File: src/rtl/mips_multicycle_ctrl_if.sv
// Control bundle between the multicycle MIPS controller and its datapath.
// The controller takes the master side; the datapath takes the slave side.
interface mips_multicycle_ctrl_if;
    logic [5:0] Op;
    logic [5:0] Funct;
    logic       Zero;
    logic       MemReady;
    logic       PCEn;
    logic       IorD;
    logic       MemRead;
    logic       MemWrite;
    logic       IRWrite;
    logic       MemToReg;
    logic       RegDst;
    logic       RegWrite;
    logic       AluSrcA;
    logic [1:0] AluSrcB;
    logic [1:0] PCSrc;
    logic [2:0] AluCtl;
    logic       ExtOp;
    logic       Illegal;
    logic [3:0] State;

    modport master (
        input  Op, Funct, Zero, MemReady,
        output PCEn, IorD, MemRead, MemWrite, IRWrite, MemToReg, RegDst,
               RegWrite, AluSrcA, AluSrcB, PCSrc, AluCtl, ExtOp, Illegal, State
    );

    modport slave (
        output Op, Funct, Zero, MemReady,
        input  PCEn, IorD, MemRead, MemWrite, IRWrite, MemToReg, RegDst,
               RegWrite, AluSrcA, AluSrcB, PCSrc, AluCtl, ExtOp, Illegal, State
    );
endinterface

File: src/rtl/mips_multicycle_ctrl.sv
// Multicycle MIPS control FSM: sequences fetch/decode/execute/memory/writeback
// for one instruction at a time and drives every datapath select and enable.
module mips_multicycle_ctrl (
    input  logic                   CLK,
    input  logic                   Reset,
    mips_multicycle_ctrl_if.master bus
);
    localparam logic [5:0] OP_RTYPE = 6'b000000;
    localparam logic [5:0] OP_LW    = 6'b100011;
    localparam logic [5:0] OP_SW    = 6'b101011;
    localparam logic [5:0] OP_BEQ   = 6'b000100;
    localparam logic [5:0] OP_ADDI  = 6'b001000;
    localparam logic [5:0] OP_ANDI  = 6'b001100;
    localparam logic [5:0] OP_ORI   = 6'b001101;
    localparam logic [5:0] OP_J     = 6'b000010;

    localparam logic [5:0] F_ADD = 6'b100000;
    localparam logic [5:0] F_SUB = 6'b100010;
    localparam logic [5:0] F_AND = 6'b100100;
    localparam logic [5:0] F_OR  = 6'b100101;
    localparam logic [5:0] F_SLT = 6'b101010;

    localparam logic [2:0] ALU_ADD = 3'b010;
    localparam logic [2:0] ALU_SUB = 3'b110;
    localparam logic [2:0] ALU_AND = 3'b000;
    localparam logic [2:0] ALU_OR  = 3'b001;
    localparam logic [2:0] ALU_SLT = 3'b111;

    typedef enum logic [3:0] {
        FETCH   = 4'd0,
        DECODE  = 4'd1,
        MEMADR  = 4'd2,
        MEMRD   = 4'd3,
        MEMWB   = 4'd4,
        MEMWR   = 4'd5,
        EXECUTE = 4'd6,
        ALUWB   = 4'd7,
        BRANCH  = 4'd8,
        IMMEX   = 4'd9,
        IMMWB   = 4'd10,
        JUMP    = 4'd11
    } state_t;

    state_t     stateReg;
    state_t     stateNext;
    state_t     stateLoad;
    logic       illegalNext;
    logic       functLegal;
    logic [2:0] functAluCtl;
    logic [2:0] immAluCtl;
    logic       immExtOp;

    logic       iorDReg;
    logic       memReadReg;
    logic       memWriteReg;
    logic       memToRegReg;
    logic       regDstReg;
    logic       regWriteReg;
    logic       aluSrcAReg;
    logic [1:0] aluSrcBReg;
    logic [1:0] pcSrcReg;
    logic [2:0] aluCtlReg;
    logic       extOpReg;
    logic       pcWriteReg;
    logic       branchReg;

    always_comb begin
        functLegal  = 1'b1;
        functAluCtl = ALU_ADD;
        case (bus.Funct)
            F_ADD:   functAluCtl = ALU_ADD;
            F_SUB:   functAluCtl = ALU_SUB;
            F_AND:   functAluCtl = ALU_AND;
            F_OR:    functAluCtl = ALU_OR;
            F_SLT:   functAluCtl = ALU_SLT;
            default: functLegal  = 1'b0;
        endcase
    end

    always_comb begin
        immAluCtl = ALU_ADD;
        immExtOp  = 1'b1;
        case (bus.Op)
            OP_ANDI: begin immAluCtl = ALU_AND; immExtOp = 1'b0; end
            OP_ORI:  begin immAluCtl = ALU_OR;  immExtOp = 1'b0; end
            default: ;
        endcase
    end

    always_comb begin
        stateNext   = FETCH;
        illegalNext = 1'b0;
        case (stateReg)
            FETCH:   stateNext = bus.MemReady ? DECODE : FETCH;
            DECODE: begin
                case (bus.Op)
                    OP_LW, OP_SW:              stateNext = MEMADR;
                    OP_RTYPE:                  stateNext = EXECUTE;
                    OP_BEQ:                    stateNext = BRANCH;
                    OP_ADDI, OP_ANDI, OP_ORI:  stateNext = IMMEX;
                    OP_J:                      stateNext = JUMP;
                    default:                   illegalNext = 1'b1;
                endcase
            end
            MEMADR:  stateNext = (bus.Op == OP_LW) ? MEMRD : MEMWR;
            MEMRD:   stateNext = bus.MemReady ? MEMWB : MEMRD;
            MEMWR:   stateNext = bus.MemReady ? FETCH : MEMWR;
            EXECUTE: begin
                if (functLegal) stateNext = ALUWB;
                else            illegalNext = 1'b1;
            end
            IMMEX:   stateNext = IMMWB;
            default: stateNext = FETCH;
        endcase
    end

    assign stateLoad = Reset ? FETCH : stateNext;

    // Moore outputs are decoded from the state being entered so they are
    // valid straight out of flops for the whole cycle spent in that state.
    always_ff @(posedge CLK) begin
        if (Reset) stateReg <= FETCH;
        else       stateReg <= stateNext;

        iorDReg     <= 1'b0;
        memReadReg  <= 1'b0;
        memWriteReg <= 1'b0;
        memToRegReg <= 1'b0;
        regDstReg   <= 1'b0;
        regWriteReg <= 1'b0;
        aluSrcAReg  <= 1'b0;
        aluSrcBReg  <= 2'b00;
        pcSrcReg    <= 2'b00;
        aluCtlReg   <= ALU_ADD;
        extOpReg    <= 1'b1;
        pcWriteReg  <= 1'b0;
        branchReg   <= 1'b0;
        case (stateLoad)
            FETCH:   begin memReadReg <= 1'b1; aluSrcBReg <= 2'b01; end
            DECODE:  aluSrcBReg <= 2'b11;
            MEMADR:  begin aluSrcAReg <= 1'b1; aluSrcBReg <= 2'b10; end
            MEMRD:   begin iorDReg <= 1'b1; memReadReg <= 1'b1; end
            MEMWB:   begin memToRegReg <= 1'b1; regWriteReg <= 1'b1; end
            MEMWR:   begin iorDReg <= 1'b1; memWriteReg <= 1'b1; end
            EXECUTE: begin aluSrcAReg <= 1'b1; aluCtlReg <= functAluCtl; end
            ALUWB:   begin regDstReg <= 1'b1; regWriteReg <= 1'b1; end
            BRANCH: begin
                aluSrcAReg <= 1'b1;
                aluCtlReg  <= ALU_SUB;
                pcSrcReg   <= 2'b01;
                branchReg  <= 1'b1;
            end
            IMMEX: begin
                aluSrcAReg <= 1'b1;
                aluSrcBReg <= 2'b10;
                aluCtlReg  <= immAluCtl;
                extOpReg   <= immExtOp;
            end
            IMMWB:   regWriteReg <= 1'b1;
            JUMP:    begin pcSrcReg <= 2'b10; pcWriteReg <= 1'b1; end
            default: ;
        endcase
    end

    // Reset must silence every side effect immediately, whatever state we are in.
    assign bus.IRWrite  = ~Reset & (stateReg == FETCH) & bus.MemReady;
    assign bus.PCEn     = ~Reset & (((stateReg == FETCH) & bus.MemReady) |
                                    pcWriteReg | (branchReg & bus.Zero));
    assign bus.MemRead  = ~Reset & memReadReg;
    assign bus.MemWrite = ~Reset & memWriteReg;
    assign bus.RegWrite = ~Reset & regWriteReg;
    assign bus.Illegal  = ~Reset & illegalNext;
    assign bus.IorD     = iorDReg;
    assign bus.MemToReg = memToRegReg;
    assign bus.RegDst   = regDstReg;
    assign bus.AluSrcA  = aluSrcAReg;
    assign bus.AluSrcB  = aluSrcBReg;
    assign bus.PCSrc    = pcSrcReg;
    assign bus.AluCtl   = aluCtlReg;
    assign bus.ExtOp    = extOpReg;
    assign bus.State    = stateReg;
endmodule

File: src/flat_wrapper.sv
// flat-port wrapper written by rule: the top's interface ports become plain ports
module mips_multicycle_ctrl_flat 
  (CLK, Reset, bus_Op, bus_Funct, bus_Zero, bus_MemReady, bus_PCEn, bus_IorD, bus_MemRead, bus_MemWrite, bus_IRWrite, bus_MemToReg, bus_RegDst, bus_RegWrite, bus_AluSrcA, bus_AluSrcB, bus_PCSrc, bus_AluCtl, bus_ExtOp, bus_Illegal, bus_State);
  mips_multicycle_ctrl_if bus_i ();
  input  logic CLK;
  input  logic Reset;
  input wire logic [$bits(bus_i.Op)-1:0] bus_Op;
  input wire logic [$bits(bus_i.Funct)-1:0] bus_Funct;
  input wire logic [$bits(bus_i.Zero)-1:0] bus_Zero;
  input wire logic [$bits(bus_i.MemReady)-1:0] bus_MemReady;
  output wire logic [$bits(bus_i.PCEn)-1:0] bus_PCEn;
  output wire logic [$bits(bus_i.IorD)-1:0] bus_IorD;
  output wire logic [$bits(bus_i.MemRead)-1:0] bus_MemRead;
  output wire logic [$bits(bus_i.MemWrite)-1:0] bus_MemWrite;
  output wire logic [$bits(bus_i.IRWrite)-1:0] bus_IRWrite;
  output wire logic [$bits(bus_i.MemToReg)-1:0] bus_MemToReg;
  output wire logic [$bits(bus_i.RegDst)-1:0] bus_RegDst;
  output wire logic [$bits(bus_i.RegWrite)-1:0] bus_RegWrite;
  output wire logic [$bits(bus_i.AluSrcA)-1:0] bus_AluSrcA;
  output wire logic [$bits(bus_i.AluSrcB)-1:0] bus_AluSrcB;
  output wire logic [$bits(bus_i.PCSrc)-1:0] bus_PCSrc;
  output wire logic [$bits(bus_i.AluCtl)-1:0] bus_AluCtl;
  output wire logic [$bits(bus_i.ExtOp)-1:0] bus_ExtOp;
  output wire logic [$bits(bus_i.Illegal)-1:0] bus_Illegal;
  output wire logic [$bits(bus_i.State)-1:0] bus_State;
  assign bus_i.Op = bus_Op;
  assign bus_i.Funct = bus_Funct;
  assign bus_i.Zero = bus_Zero;
  assign bus_i.MemReady = bus_MemReady;
  assign bus_PCEn = bus_i.PCEn;
  assign bus_IorD = bus_i.IorD;
  assign bus_MemRead = bus_i.MemRead;
  assign bus_MemWrite = bus_i.MemWrite;
  assign bus_IRWrite = bus_i.IRWrite;
  assign bus_MemToReg = bus_i.MemToReg;
  assign bus_RegDst = bus_i.RegDst;
  assign bus_RegWrite = bus_i.RegWrite;
  assign bus_AluSrcA = bus_i.AluSrcA;
  assign bus_AluSrcB = bus_i.AluSrcB;
  assign bus_PCSrc = bus_i.PCSrc;
  assign bus_AluCtl = bus_i.AluCtl;
  assign bus_ExtOp = bus_i.ExtOp;
  assign bus_Illegal = bus_i.Illegal;
  assign bus_State = bus_i.State;
  mips_multicycle_ctrl u_core (.CLK(CLK), .Reset(Reset), .bus(bus_i));
endmodule
File: config.mk
export PLATFORM = sky130hd
export DESIGN_NAME = mips_multicycle_ctrl_flat
export DESIGN_NICKNAME = d
export VERILOG_FILES = /design/src/rtl/mips_multicycle_ctrl_if.sv /design/src/rtl/mips_multicycle_ctrl.sv /design/src/flat_wrapper.sv
export SDC_FILE = /design/constraint.sdc
export NUM_CORES = 1
export LEC_CHECK = 0
export ABC_AREA = 1
export CAP_MARGIN = 0
export CORE_UTILIZATION = 47
export DETAILED_ROUTE_END_ITERATION = 16
export PLACE_DENSITY = 0.81
export SYNTH_ARGS = -nofsm -noshare
export SYNTH_HDL_FRONTEND = slang
export SYNTH_SLANG_ARGS = --single-unit
File: constraint.sdc
create_clock -name CLK -period 4.3 [get_ports CLK]
set_input_delay 1.29 -clock CLK [delete_from_list [all_inputs] [get_ports CLK]]
set_output_delay 1.29 -clock CLK [all_outputs]
set_load 0.01 [all_outputs]
==> results of run 1 <==
[worst reg2reg max path, delay by kind of cell (launching register included)]
| kind | cells | cell delay, ns |
|---|---|---|
| AND/OR/NAND/NOR | 6 | 0.75 |
| flip-flops | 1 | 0.39 |
| AO/OA/AOI/OAI | 2 | 0.34 |
| buffers and inverters | 1 | 0.11 |
[placed cells by master, fill, tap and decap left out, drive strengths merged]
master / instances
a21oi: 8
and2: 2
and3: 1
buf: 1
clkbuf: 4
clkdlybuf4s50: 36
dfxtp: 20
dlygate4sd2: 1
inv: 30
nand2: 27
nand3: 32
nand4: 4
nor2: 28
o211ai: 1
o21ai: 2
[report_power, final]
part | internal [mW] | total [mW] | switching, mW
sequential | 0.189 | 0.190 | 0.00156
clock | 0.0516 | 0.106 | 0.0544
combinational | 0.0290 | 0.0602 | 0.0312
[path summary, 6_finish.rpt]
path,startpoint,to,slack (ns),cells after the start
max,bus_Op[3],bus_Illegal,0.22,8
min,u_core.bus.State[0],u_core.bus.AluSrcB[0],0.82,5
max reg2reg,u_core.bus.State[0],u_core.bus.AluCtl[1],2.60,9
min reg2reg,u_core.bus.State[0],u_core.bus.AluSrcB[0],0.82,5
[per-layer routing]
layer	vias to the layer above	global-route usage, %
met5	-	0
met4	0	4.902
met3	4	4.361
met2	50	40.41
met1	520	28.82
li1	580	-
[repair_timing]
action                                  CTS  global route
resized for setup                         1             0
hold endpoints to repair                  0             0
endpoints found under the setup margin    1             0
hold buffers                              0             0
[state kept, by name, summed over array words and instances (netlist names)]
register and flops:
u_core.memReadReg 1, u_core.bus.RegDst 1, u_core.bus.PCSrc 2, u_core.bus.AluSrcB 2
u_core.bus.IorD 1, u_core.bus.ExtOp 1, u_core.memWriteReg 1, u_core.pcWriteReg 1
u_core.regWriteReg 1, u_core.bus.AluCtl 3, u_core.bus.AluSrcA 1, u_core.bus.MemToReg 1
u_core.bus.State 4
[metrics by stage]
step	TNS (ns)	total power, mW	std cells	hold WS, ns	util (%)
floorplan	0	0.2225	157	0.7481	-
global placement	0	0.2522	220	0.8028	71.20
detailed placement	-0.02340	0.2541	220	0.8106	71.20
CTS	0	0.3583	224	0.8261	72.92
global route	0	0.3731	224	0.8895	72.92
finish	0	0.3565	224	0.8184	72.92
[cell type report]
type	instances	area [sq um]	area share, %
clock buffers	4	36.28	2.437
inverters	30	112.6	7.563
multi-input cells	105	529.3	35.55
flip-flops and latches	20	400.4	26.89
well taps	27	33.78	2.269
repair buffers	38	376.6	25.29
[cells by family after synthesis]
kind of cell | share of synthesized area, %
simple gates | 43.70
buf+inv | 11.76
flops | 38.00
compound gates | 6.532
==> out/qor.yml, run 1 <==
synth_nets: 173
yosysUniqueCellTypes: 20
via_count: 1154
p_leak_nw: 0.7621
antenna_found_initial: 0
ys_async_sr_fraction_pct: 0
min_period_ns: 4.078
crit_chain: "clkdlybuf4s50_1 -> nor2_1 -> nand3_1 -> nand3_2 -> nor2_1 -> nand4_1 -> a21oi_1 -> dlygate4sd2_1"
nets: 214
slew_violations: 0
routed_wl_microns: 2552
syn-instance-count: 157
fin_crit_sh_pct: 94.84
drive_gt1_share_pct: 11.17
start_util_pct: 51.59
grt_pass1_vias: 1091
place_area_sq_um: 1454
max_stage_delay_ns: 0.53
yosys_warnings: 0
final_area_sq_um: 1489
clock_sinks: 20
grt_pass1_wl_microns: 4422
first_pass_iters: 5
cts_tree: "built"
drt_iter0_markers: 41
drc: 0
tightest_slew_ns: 0.4068
cts_root_buf: "clkbuf_4"
dp_hpwl_microns: 1986
cp_common_cell: "nor2_1"
arrival_ns: 2.79
preCtsSetupSlack_ns: -0.02340
worst_path_dominant_cell_family: "buffers and inverters"
yosysMostFrequentCell: "nand3_1"
viasPerCell: 5.152
fin_skew_ns: 0.002903
io_buffers: 37
final_antenna_net_count: 0
fillers: 183
slew_headroom_pct: 72.79
routed-wl-met3_microns: 134
met1Wirelength_microns: 1158
fmax_ghz: 0.2452
cp_num_buf_inv: 2
setup_slack_ns: 0.2219
synth_edf_count: 0
yosysTopAreaCellShare_pct: 38.00
dr_wl_met2_microns: 1239
fp-row-count: 16
grt-ovfl-total: 0
synth_top_cell_by_area: "dfxtp_1"
crit_path_start_kind: "input pin"
post_drt_wl_per_cell_microns: 11.39
peakVddDrop_mv: 0.1692
synth_seq_area_share_pct: 38.00
worstPathMaxFanout: 4
syn_avg_cell_area_sq_um: 6.710
synth_top_flop_cell: "dfxtp_1"
maxUsedRoutingLayer: "met4"
numCtsBuffers: 3
critical_path_class: "in2out"
syn_area_sq_um: 1054
cpMaxStageDelayCell: "clkdlybuf4s50_1"
grt_max_degree: 12
clk_path_buf_depth: 2
clk_latency_ns: 0.29
diodes: 0
area_growth_pct: 41.33
coreArea_sq_um: 2042
htreeDepth: 1
setup_viol: 0
ys_top_cells_by_count: "nand3_1 (29), inv_1 (27), nor2_1 (23)"
ys_seq_elements: 20
crit_path_end_kind: "output pin"
die_area_sq_um: 2435
maxCapViolCount: 0
die_h_microns: 49.35
status: "complete, no violations"
place_congestion: 0.8027
io-pin-count: 38
worst_ep_required_time_ns: 3.01
hold_violations: 0
post_cts_buffers: 0
powerDensity_nw_per_um2: 239.4
dieWidth_microns: 49.35
track_usage_pct: 23.02
rsz0062_at_grt: "false"
cts.clk_slew.worst_paths_ns: 0.11
synth.area.top_cells: "dfxtp_1 (38%), nand3_1 (14%), inv_1 (9.6%)"
holdCritPathClass: "reg2reg"
No activity file was read; power rests on OpenSTA's default activity.
==> run 2, diff against run 1 <==
- CORE_ASPECT_RATIO: unset -> 1.4
- SLEW_MARGIN: unset -> 20
==> run 2 against run 1 <==
  * Core utilization shrank 0.27 points
  * Critical path depth shrank 5
  * Cell area shrank 0.25%
  * Hold slack gained 0.0055 ns
  * Sequential power is essentially flat
  * Die area grew 0.11%
  * Largest power group unchanged
==> out/qor.yml, run 2 (synthesized netlist as in run 1, its figures left out) <==
status: "complete, no violations"  # unchanged
dr_wl_met2_microns: 1344  # was 1239 microns
cts_tree: "built"  # unchanged
preCtsSetupSlack_ns: 0.02698  # was -0.02340 ns
fmax_ghz: 0.2537  # was 0.2452 GHz
met1Wirelength_microns: 942  # was 1158 microns
fin_skew_ns: 0.007422  # was 0.002903 ns
arrival_ns: 2.65  # was 2.79 ns
rsz0062_at_grt: "false"  # unchanged
hold_violations: 0  # unchanged
peakVddDrop_mv: 0.1206  # was 0.1692 mV
clk_latency_ns: 0.29  # about the same
die_h_microns: 58.02  # was 49.35 microns
io_buffers: 37  # unchanged
routed-wl-met3_microns: 73  # was 134 microns
antenna_found_initial: 0  # unchanged
rrSetupSlack_ns: 2.63  # was 2.60 ns
grt_max_degree: 12  # unchanged
largest_register_ff_count: 4  # unchanged
dp_hpwl_microns: 1982  # was 1986 microns
drive_gt1_share_pct: 11.17  # unchanged
min_period_ns: 3.942  # was 4.078 ns
post_cts_buffers: 0  # unchanged
final_cell_mix: "clkdlybuf4s50_1 (36), nand3_1 (29), inv_1 (27), nor2_1 (23), nand2_1 (22)"  # unchanged
clock_sinks: 20  # unchanged
via_count: 1121  # was 1154
slew_violations: 0  # unchanged
dieWidth_microns: 42.02  # was 49.35 microns
setup_tns_ns: 0  # unchanged
cts.clk_slew.worst_paths_ns: 0.10  # was 0.11 ns
viasPerCell: 5.142  # was 5.152
grt_pass1_wl_microns: 4043  # was 4422 microns
worstPathMaxFanout: 8  # was 4
htreeDepth: 1  # unchanged
coreArea_sq_um: 2044  # was 2042 sq um
drt_iter0_markers: 18  # was 41
clk_path_buf_depth: 2  # unchanged
diodes: 0  # unchanged
drc: 0  # unchanged
setup_viol: 0  # unchanged
die_area_sq_um: 2438  # was 2435 sq um
grt_pass1_vias: 1041  # was 1091
final_antenna_net_count: 0  # unchanged
post_drt_wl_per_cell_microns: 11.00  # was 11.39 microns
crit_path_end_kind: "output pin"  # unchanged
fp-row-count: 19  # was 16
p_leak_nw: 0.7749  # was 0.7621 nW
first_pass_iters: 4  # was 5
track_usage_pct: 21.16  # was 23.02%
fin_crit_sh_pct: 91.68  # was 94.84%
routed_wl_microns: 2399  # was 2552 microns
critical_path_class: "in2out"  # unchanged
maxCapViolCount: 0  # unchanged
place_congestion: 0.8753  # was 0.8027
holdCritPathClass: "reg2reg"  # unchanged
setup_slack_ns: 0.3579  # was 0.2219 ns
final_common_cell: "clkdlybuf4s50_1"  # unchanged
start_util_pct: 51.53  # was 51.59%
crit_path_start_kind: "input pin"  # unchanged
cts_root_buf: "clkbuf_4"  # unchanged
maxUsedRoutingLayer: "met4"  # unchanged
numCtsBuffers: 3  # unchanged
nets: 214  # unchanged
slew_headroom_pct: 74.84  # was 72.79%
powerDensity_nw_per_um2: 236.2  # was 239.4 nW/um^2
io-pin-count: 38  # unchanged
area_growth_pct: 40.97  # was 41.33%
fillers: 179  # was 183
grt-ovfl-total: 0  # unchanged
worst_ep_required_time_ns: 3.01  # about the same
tightest_slew_ns: 0.3763  # was 0.4068 ns
## run 2: cell types whose count changed in the layout (fill, tap and decap cells not counted)
| cell | before | now |
|---|---|---|
| dlygate4sd2_1 | 1 | 0 |
| dlymetal6s2s_1 | 0 | 1 |
## run 2: area by class of cell
type                    instances  area, sq um  area share (%)
multi-input cells             105        529.3           35.64
flip-flops and latches         20        400.4           26.96
repair buffers                 38        380.4           25.61
inverters                      30        112.6           7.582
clock buffers                   4        36.28           2.443
well taps                      21        26.28           1.769
## run 2: worst paths after layout
kind,endpoint,from,depth (start not counted)
worst max register to register,u_core.bus.AluCtl[1],u_core.bus.State[0],9
worst max-delay path,bus_IRWrite,Reset,3
worst min register to register,u_core.bus.AluSrcB[0],u_core.bus.State[0],5
worst min-delay path,u_core.bus.AluSrcB[0],u_core.bus.State[0],5
## run 2: where the power goes
part / switching, mW / total, mW / internal, mW
clock network: 0.0499 / 0.101 / 0.0515
registers: 0.00159 / 0.190 / 0.189
logic: 0.0300 / 0.0591 / 0.0292
total: 0.0814 / 0.351 / 0.269
## run 2: layer usage
metal,vias up,GRT usage (%)
met5,-,0
met4,0,8.929
met3,4,2.181
met2,29,42.86
met1,512,21.29
li1,576,-
## run 2: stage by stage
stage               total power, mW  hold slack (ns)  instances  util (%)  cell area [sq um]
global route                 0.3679           0.9024        218     72.64               1485
CTS                          0.3512           0.8271        218     72.52               1483
floorplan                    0.2225           0.7481        157         -               1054
detailed placement           0.2536           0.8008        214     70.75               1446
finish                       0.3509           0.8239        218     72.64               1485
global placement             0.2521           0.7810        214     70.75               1446
## run 2: what timing repair did
action / 4_1_cts / 5_1_grt
hold buffers: 0 / 0
resized for setup: 0 / 1
hold endpoints to repair: 0 / 0
setup endpoints to repair: 0 / 1
## run 2: critical path, stage by stage
cell and delay, ns:
clkdlybuf4s50_1 0.59, nor2_1 0.21, clkdlybuf4s50_1 0.56
